`src/rtl/edge_dilate.sv`:
```
// 3x3 binary dilation stage between the sobel output and the VGA output.
// Binarizes the sobel pixel stream, keeps two 1-bit line buffers and a 3x3 window,
// and emits the OR of the window as 0/255 with de/hsync/vsync delayed by 3 clocks.
// Define EDGE_ERODE_EN to build a 3x3 erosion (AND of the window, out-of-frame = 1) instead.
module edge_dilate #(
    parameter int unsigned H_DISP = 640,
    parameter int unsigned V_DISP = 480,
    parameter int unsigned THRESH = 128
) (
    input  logic       clk,
    input  logic       rst,
    input  logic       sobel_de,
    input  logic       sobel_hsync,
    input  logic       sobel_vsync,
    input  logic [7:0] sobel_data,
    output logic       dilate_de,
    output logic       dilate_hsync,
    output logic       dilate_vsync,
    output logic [7:0] dilate_data
);

    localparam int unsigned ColW = (H_DISP > 1) ? $clog2(H_DISP) : 1;
    localparam int unsigned RowW = (V_DISP > 1) ? $clog2(V_DISP) : 1;
    localparam logic [ColW-1:0] ColLast = ColW'(H_DISP - 1);
    localparam logic [RowW-1:0] RowLast = RowW'(V_DISP - 1);

    // Value substituted for out-of-frame neighbours: neutral element of the reduction.
`ifdef EDGE_ERODE_EN
    localparam logic Fill = 1'b1;
`else
    localparam logic Fill = 1'b0;
`endif

    // Input-side counters and sync tracking
    logic [ColW-1:0] col_q, col_d;
    logic            sat_q, sat_d;
    logic [RowW-1:0] row_q, row_d;
    logic            frame_ok_q, frame_ok_d;
    logic            de_prev_q;
    logic            vs_prev_q;
    logic            primed_q;

    logic pix_b;
    logic vs_edge;
    logic wr_en;

    // Line buffers: lb0 holds row y-1, lb1 holds row y-2 (contents never reset)
    logic lb0_mem [H_DISP];
    logic lb1_mem [H_DISP];

    // Stage 1: binarized pixel plus line-buffer reads
    logic            s1_de_q, s1_hs_q, s1_vs_q, s1_ok_q, s1_shift_q;
    logic            s1_b_q, s1_lb0_q, s1_lb1_q;
    logic [ColW-1:0] s1_col_q;
    logic [RowW-1:0] s1_row_q;

    // Stage 2: 3x3 window, win_q[c][r], c = 0 is column x, r = 0 is row y
    logic                  s2_de_q, s2_hs_q, s2_vs_q, s2_ok_q;
    logic [ColW-1:0]       s2_col_q;
    logic [2:0][2:0]       win_q;
    logic [2:0]            col_in;
    logic [2:0][2:0]       win_m;
    logic                  hit;
    logic [7:0]            data_d;

    assign pix_b   = (sobel_data >= 8'(THRESH));
    // primed_q suppresses a false vsync edge on the first clock after reset
    assign vs_edge = primed_q && (sobel_vsync != vs_prev_q);
    // Pixels beyond H_DISP neither write the line buffers nor shift the window
    assign wr_en   = sobel_de && !sat_q;

    // Next-state for column/row counters and frame-valid flag
    always_comb begin
        col_d      = col_q;
        sat_d      = sat_q;
        row_d      = row_q;
        frame_ok_d = frame_ok_q | vs_edge;
        if (!sobel_de) begin
            col_d = '0;
            sat_d = 1'b0;
        end else if (col_q == ColLast) begin
            sat_d = 1'b1;
        end else begin
            col_d = col_q + ColW'(1);
        end
        if (vs_edge) begin
            row_d = '0;
        end else if (de_prev_q && !sobel_de && (row_q != RowLast)) begin
            row_d = row_q + RowW'(1);
        end
    end

    // Counter and sync-tracking registers
    always_ff @(posedge clk or posedge rst) begin
        if (rst) begin
            col_q      <= '0;
            sat_q      <= 1'b0;
            row_q      <= '0;
            frame_ok_q <= 1'b0;
            de_prev_q  <= 1'b0;
            vs_prev_q  <= 1'b0;
            primed_q   <= 1'b0;
        end else begin
            col_q      <= col_d;
            sat_q      <= sat_d;
            row_q      <= row_d;
            frame_ok_q <= frame_ok_d;
            de_prev_q  <= sobel_de;
            vs_prev_q  <= sobel_vsync;
            primed_q   <= 1'b1;
        end
    end

    // Line-buffer writes: shift the column down one row and store the new bit
    always_ff @(posedge clk) begin
        if (wr_en && !rst) begin
            lb1_mem[col_q] <= lb0_mem[col_q];
            lb0_mem[col_q] <= pix_b;
        end
    end

    // Stage 1 register: capture pixel, line-buffer reads and position
    always_ff @(posedge clk or posedge rst) begin
        if (rst) begin
            s1_de_q    <= 1'b0;
            s1_hs_q    <= 1'b0;
            s1_vs_q    <= 1'b0;
            s1_ok_q    <= 1'b0;
            s1_shift_q <= 1'b0;
            s1_b_q     <= 1'b0;
            s1_lb0_q   <= 1'b0;
            s1_lb1_q   <= 1'b0;
            s1_col_q   <= '0;
            s1_row_q   <= '0;
        end else begin
            s1_de_q    <= sobel_de;
            s1_hs_q    <= sobel_hsync;
            s1_vs_q    <= sobel_vsync;
            s1_ok_q    <= frame_ok_q;
            s1_shift_q <= wr_en;
            s1_b_q     <= pix_b;
            s1_lb0_q   <= lb0_mem[col_q];
            s1_lb1_q   <= lb1_mem[col_q];
            s1_col_q   <= col_q;
            s1_row_q   <= row_q;
        end
    end

    // New window column with rows above the frame top replaced by Fill
    always_comb begin
        col_in    = {Fill, Fill, s1_b_q};
        if (s1_row_q >= RowW'(1)) col_in[1] = s1_lb0_q;
        if (s1_row_q >= RowW'(2)) col_in[2] = s1_lb1_q;
    end

    // Stage 2 register: shift the window one column per in-range pixel
    always_ff @(posedge clk or posedge rst) begin
        if (rst) begin
            s2_de_q  <= 1'b0;
            s2_hs_q  <= 1'b0;
            s2_vs_q  <= 1'b0;
            s2_ok_q  <= 1'b0;
            s2_col_q <= '0;
            win_q    <= '0;
        end else begin
            s2_de_q  <= s1_de_q;
            s2_hs_q  <= s1_hs_q;
            s2_vs_q  <= s1_vs_q;
            s2_ok_q  <= s1_ok_q;
            s2_col_q <= s1_col_q;
            if (s1_shift_q) begin
                win_q <= {win_q[1:0], col_in};
            end
        end
    end

    // Mask columns left of the line start, then reduce the window
    always_comb begin
        win_m = win_q;
        if (s2_col_q < ColW'(1)) win_m[1] = {3{Fill}};
        if (s2_col_q < ColW'(2)) win_m[2] = {3{Fill}};
`ifdef EDGE_ERODE_EN
        hit = &win_m;
`else
        hit = |win_m;
`endif
        data_d = (s2_de_q && s2_ok_q && hit) ? 8'd255 : 8'd0;
    end

    // Output register
    always_ff @(posedge clk or posedge rst) begin
        if (rst) begin
            dilate_de    <= 1'b0;
            dilate_hsync <= 1'b0;
            dilate_vsync <= 1'b0;
            dilate_data  <= 8'd0;
        end else begin
            dilate_de    <= s2_de_q;
            dilate_hsync <= s2_hs_q;
            dilate_vsync <= s2_vs_q;
            dilate_data  <= data_d;
        end
    end

endmodule

```
`config.mk`:
```
export PLATFORM = sky130hd
export DESIGN_NAME = edge_dilate
export DESIGN_NICKNAME = d
export VERILOG_FILES = /design/src/rtl/edge_dilate.sv
export SDC_FILE = /design/constraint.sdc
export NUM_CORES = 1
export LEC_CHECK = 0
export ABC_AREA = 0
export ABC_CLOCK_PERIOD_IN_PS = 19300
export CELL_PAD_IN_SITES_DETAIL_PLACEMENT = 0
export CELL_PAD_IN_SITES_GLOBAL_PLACEMENT = 2
export CORE_MARGIN = 2
export CORE_UTILIZATION = 51
export DETAILED_ROUTE_END_ITERATION = 12
export PLACE_DENSITY_LB_ADDON = 0.1
export SYNTH_ARGS = -nofsm -noshare
export SYNTH_HDL_FRONTEND = slang
export SYNTH_SLANG_ARGS = --single-unit
```
`constraint.sdc`:
```
create_clock -name clk -period 19.3 [get_ports clk]
set_input_delay 2.895 -clock clk [delete_from_list [all_inputs] [get_ports clk]]
set_output_delay 2.895 -clock clk [all_outputs]
set_load 0.1 [all_outputs]
```
* Yosys cells after proc, flatten, opt, wreduce, memory -nomap -nowiden
Memories as Yosys holds them, arrays and structs flattened. A register that Yosys moved wholly into a read port is not among the register bits.
Index checks and enable logic that the tools add are counted.
** Word-level totals
- Register bits after elaboration :: 82
- Bits in writable memories :: 1280
- Input bits :: 13
- Output and inout port bits :: 11
- Logic and storage cells :: 66
- Memories :: 2
** Operators by class
- $add $sub $neg :: 2
- Magnitude comparators :: 5
- Eq/ne operators :: 5
- Mux-type cells :: 13
- Bitwise logic cells :: 1
- Reductions and logical operators :: 12
** Memories
- lb0_mem :: words 640, width 1, rd ports 1, clocked after memory_dff 0, wr ports 1, line 48 : logic lb0_mem [H_DISP];
- lb1_mem :: words 640, width 1, rd ports 1, clocked after memory_dff 1, wr ports 1, line 49 : logic lb1_mem [H_DISP];
** Operators by type and width (number)
- two-way mux 10 bit :: 2
- two-way mux 9 bit :: 2
- adder 10 x 1 -> 10 bit, second input constant :: 1
- == test 10 bit, second input constant :: 1
- < comparator 10 x 1 -> 1 bit, second input constant :: 1
- < comparator 10 x 2 -> 1 bit, second input constant :: 1
- adder 9 x 1 -> 9 bit, second input constant :: 1
- >= comparator 9 x 1 -> 1 bit, second input constant :: 1
- >= comparator 9 x 2 -> 1 bit, second input constant :: 1
- inequality test 9 bit, second input constant :: 1
- OR reduction 9 bit :: 1
- >= comparator 8 bit, second input constant :: 1
- two-way mux 8 bit :: 1
- logical AND 1 bit :: 7
- two-way mux 1 bit :: 6
- two-way mux 3 bit :: 2
- logical NOT 1 bit :: 3
- inequality test 2 x 1 -> 1 bit, second input constant :: 1
- inequality test 2 bit, second input constant :: 1
- nonzero test 2 bit :: 1
- inequality test 1 bit :: 1
- bitwise OR 1 bit :: 1

* Longest topological paths before layout
- Depth after elaboration :: 5
- Mapped depth :: 12
- Depth with buffers taken out :: 7

* Worst setup path before layout
OpenSTA, ideal clock, no wires.
- Path kind :: input to register
- Start :: input port sobel_data[7]
- End :: memory lb0_mem[0], data pin
- Arrival time :: 12.407 ns
- Required time :: 17.065 ns
- Setup slack :: 4.658 ns
- Stages on the path :: 1
- Buffers on the path :: 1
- Path through :: clkbuf_1
** On the way
- Longest elaborated chain between the ends :: 1
** Ends and longest elaborated chain
- from (decl) :: line 15 : input logic [7:0] sobel_data,
- >= comparator 8 bit :: line 66 : assign pix_b = (sobel_data >= 8'(THRESH));
- to (decl) :: line 48
Every way passes these cells.

* Final worst setup path
- Start :: register col_q[1]
- End :: memory lb1_mem[569], data pin
** On the way
- Longest elaborated chain between the ends :: 1
** Ends and longest elaborated chain
- from (decl) :: line 35 : logic [ColW-1:0] col_q, col_d;
- from (signal assigned) :: line 104 : col_q <= col_d;
- memory read (640 x 1 bit)
- to (decl) :: line 49
Every way passes these cells.

==> run summary <==
DIE
---------------------------------------------------------------------------
Starting Density                                                     0.5121
DIE HEIGHT                                                     331.4 microns
Num ports                                                                24
Floorplan core area                                            106,800 sq um
Count of standard-cell rows                                             120
Overall die area                                               109,800 sq um
Horizontal extent of the die                                   331.4 microns

CLOCK TREE
---------------------------------------------------------------------------
Number of post-CTS setup repair buffers                                   0
Clock Sinks                                                           1,356
Cts hold-fix bufs                                                         0
H-tree depth                                                              4
Gates resized, CTS repair                                                 0
CTS Root Buffer Type                                           sky130_fd_sc_hd__clkbuf_16
TritonCTS clock tree                                                  built
Buffer levels on the longest clock path                                   3
Number of buffers created by CTS                                        141
Clk slew on worst S/H paths                                         0.06 ns
Latest clock arrival within the worst-skew pair                     0.75 ns

CRITICAL PATH
---------------------------------------------------------------------------
Cell breakdown of the critical path                            buf_12 -> buf_12 -> buf_4 -> mux2i_1 -> o22ai_1 -> nor2_1 -> o2111ai_1 -> o31ai_1 -> nor4_1 -> a2111o_2 -> buf_12
Start point of the critical path                                   col_q[1]
Critical path's top delay family                               buffers and inverters
Largest fanout on the critical path                                     276
Critical path buffers and inverters                                       4
Critical path depth in cells                                             11
Path depth of the worst reg2reg path                                     11
Internal reg-to-reg setup slack                                    11.94 ns
Top cell by count, worst path                                  sky130_fd_sc_hd__buf_12
Reg-to-Reg End                                                 lb1_mem[569]
R2r startpoint                                                     col_q[1]
Worst EP arrival                                                    7.73 ns
Stage delay of the slowest cell on the critical path                0.94 ns
Crit Path Category                                                  reg2reg
Critical-path cell with the highest stage delay                sky130_fd_sc_hd__dfrtp_4
Worst setup path end                                           lb1_mem[569]
Critical path data required time                                   19.67 ns
Crit. End Element                                                      flop
CP startpoint kind                                                     flop

TIMING
---------------------------------------------------------------------------
Setup repair after global routing missed its margin                      no
Fmax                                                             0.1359 GHz
Count of pins over their slew limit                                       0
Final setup violation count                                               0
Minimum clock period after layout                                  7.356 ns
Post-route clock period utilization                                  0.3812
Setup Total Neg Slack                                                  0 ns
Number of hold violations in the final report                             0
Least-Margin Pin Slew                                              1.300 ns
Clock tree skew after final layout                               0.02362 ns
Rel. slew slack                                                      0.1314

GRT
---------------------------------------------------------------------------
Antenna violations before repair                                          6
Maximum number of pins on one net before global-route repair            277
Gr ovfl total                                                             0
Global-route wire length before repair                             221.2 mm
All-Layer GR Usage                                                   0.2845
Number of global-route vias before repair                            31.17k

ROUTE
---------------------------------------------------------------------------
Post-detailed-route count of antenna-violating nets                       0
Vias per inst                                                         6.205
Wire length per cell                                           31.32 microns
Routed length on met3                                              14.14 mm
Routed length on met2                                              75.56 mm
Wire length reported by the detailed router                        156.9 mm
Starting DRT DRC Count                                                3,511
Topmost layer with routed signal wires                                 met5
Drc violations                                                            0
First-pass iteration count of the detailed router                         5
Met1 routed wirelength after detailed routing                      63.57 mm
Vias post-DR                                                         31.07k

LOGIC SYNTHESIS
---------------------------------------------------------------------------
Number of warnings reported in the yosys synthesis log                    0
Average cell area after synthesis                               15.44 sq um
Top cell type's share of synthesized area                            0.7030
Number of flops mapped to enable cells by yosys                       1,280
Top cells by count, synth                                      sky130_fd_sc_hd__edfxtp_1, sky130_fd_sc_hd__nor2_1, sky130_fd_sc_hd__mux2i_1, sky130_fd_sc_hd__o22ai_1, sky130_fd_sc_hd__clkbuf_1
Cell taking the most area after synthesis                      sky130_fd_sc_hd__edfxtp_1
Post-synthesis net count                                              3,559
Cells after synthesis                                                 3,541
Primary flip-flop cell chosen by synthesis mapping             sky130_fd_sc_hd__edfxtp_1
Post-synthesis sequential area ratio                                 0.7378
Main area contributors after synthesis                         sky130_fd_sc_hd__edfxtp_1, sky130_fd_sc_hd__mux2i_1, sky130_fd_sc_hd__nor2_1, sky130_fd_sc_hd__dfrtp_1, sky130_fd_sc_hd__o22ai_1
Async set-reset flop share out of synthesis                         0.05605
Count of state elements after synthesis                               1,356
Count leader, synth                                            sky130_fd_sc_hd__edfxtp_1
Post-synthesis instance area                                   54,670 sq um
Number of library cell types mapped by synthesis                         61

FINAL LAYOUT
---------------------------------------------------------------------------
Post-Route Utilization                                               0.5671
Number of nets at the end of the flow                                 3,519
Number of cells in the finished layout apart from fillers             5,008
Area Growth Syn to Fin                                               10.74%
Antenna Diode Count                                                       0
Layout cell share with drive strength beyond 1                       0.1079

POWER AND IR DROP
---------------------------------------------------------------------------
Final Power                                                      0.006256 W
Maximum ir drop on the vdd rail                                    84.18 uV
Power Density                                                  103.3 nW/um^2
Static power due to leakage                                        18.78 nW

PLACE
---------------------------------------------------------------------------
I/O Buffers                                                              16
Dpl cells                                                             4,761
RePlAce Congestion                                                   0.8158
HPWL after DPL                                                     89.51 mm

MIN PATH
---------------------------------------------------------------------------
Class of the most critical hold timing path                         reg2reg

JOB
---------------------------------------------------------------------------
Number of max-cap violations                                              0

STATUS
---------------------------------------------------------------------------
Status                                                         complete, no violations

-- registers in the layout, indices dropped and copies added (netlist names), 3 cells and up --
| register | count |
|---|---|
| s1_row_q | 9 |
| lb1_mem | 640 |
| col_q | 10 |
| row_q | 9 |
| win_m | 3 |
| s1_col_q | 10 |
| lb0_mem | 640 |
| s2_col_q | 10 |
| win_q | 6 |
-- how the worst min path moves through the flow --
stage / from / to / slack [ns] / depth (start not counted)
2_1_floorplan: s2_hs_q / dilate_hsync / 0.33 / 0
3_3_place_gp: s1_col_q[8] / s2_col_q[8] / 0.33 / 0
3_5_place_dp: s1_col_q[1] / s2_col_q[1] / 0.33 / 0
4_1_cts: s1_col_q[1] / s2_col_q[1] / 0.34 / 0
5_1_grt: s1_ok_q / s2_ok_q / 0.35 / 0
6_report: s1_col_q[1] / s2_col_q[1] / 0.34 / 0
-- worst reg2reg max path, cell delays in order (launching register included) --
cell and delay (ns):
sky130_fd_sc_hd__dfrtp_4 0.94, sky130_fd_sc_hd__buf_12 0.52, sky130_fd_sc_hd__buf_12 0.91, sky130_fd_sc_hd__buf_4 0.95, sky130_fd_sc_hd__mux2i_1 0.21, sky130_fd_sc_hd__o22ai_1 0.26, sky130_fd_sc_hd__nor2_1 0.10, sky130_fd_sc_hd__o2111ai_1 0.12
sky130_fd_sc_hd__o31ai_1 0.18, sky130_fd_sc_hd__nor4_1 0.84, sky130_fd_sc_hd__a2111o_2 0.92, sky130_fd_sc_hd__buf_12 0.89
-- layout by cell type (no fill, tap or decap), drive strengths merged, types with 48 or more instances in the layout --
| cell | n |
|---|---|
| buf | 93 |
| clkbuf | 189 |
| dfrtp | 76 |
| edfxtp | 1280 |
| mux2i | 546 |
| mux4 | 52 |
| nand2 | 73 |
| nor2 | 698 |
| nor4 | 48 |
| o22ai | 248 |
-- report_power, final --
part	internal (W)	switching, W
logic	0.000122	0.000267
registers	0.00328	0.0000153
clock network	0.00149	0.00108
-- kinds of logic after synthesis --
family | synth area share
AOI/OAI and AO/OA | 0.03824
xor gates and xnor gates | 0.002083
adders and majority gates | 0.001144
buffers and inverters | 0.02499
DFF | 0.7378
muxes | 0.1232
other | 0.00006859
and+or+nand+nor | 0.07241
-- metal layers --
metal  track usage  up-vias
met5             0        -
met4       0.07675        4
met3       0.05332      213
met2        0.4616     1394
met1        0.3977    16080
li1              -    13380
-- per-stage QoR --
stage          hold slack, ns  worst slack [ns]  instance area [sq um]
3_5_place_dp           0.3347             11.94                  56210
4_1_cts                0.3410             11.95                  60540
2_1_floorplan          0.3312             4.658                  54670
5_1_grt                0.3533             11.43                  60540
3_3_place_gp           0.3326             12.06                  56210
6_report               0.3412             11.94                  60540
-- final cells by class --
class | instances | area, sq um
Inverter | 11 | 42.54
Clock inverter | 58 | 417.9
Sequential cell | 1356 | 40350
Timing Repair Buffer | 108 | 905.9
Clock buffer | 189 | 3919
Fill cell | 8320 | 46210
Multi-Input combinational cell | 1883 | 13160
Tap cell | 1403 | 1755
(Power assumes the default switching activity.)
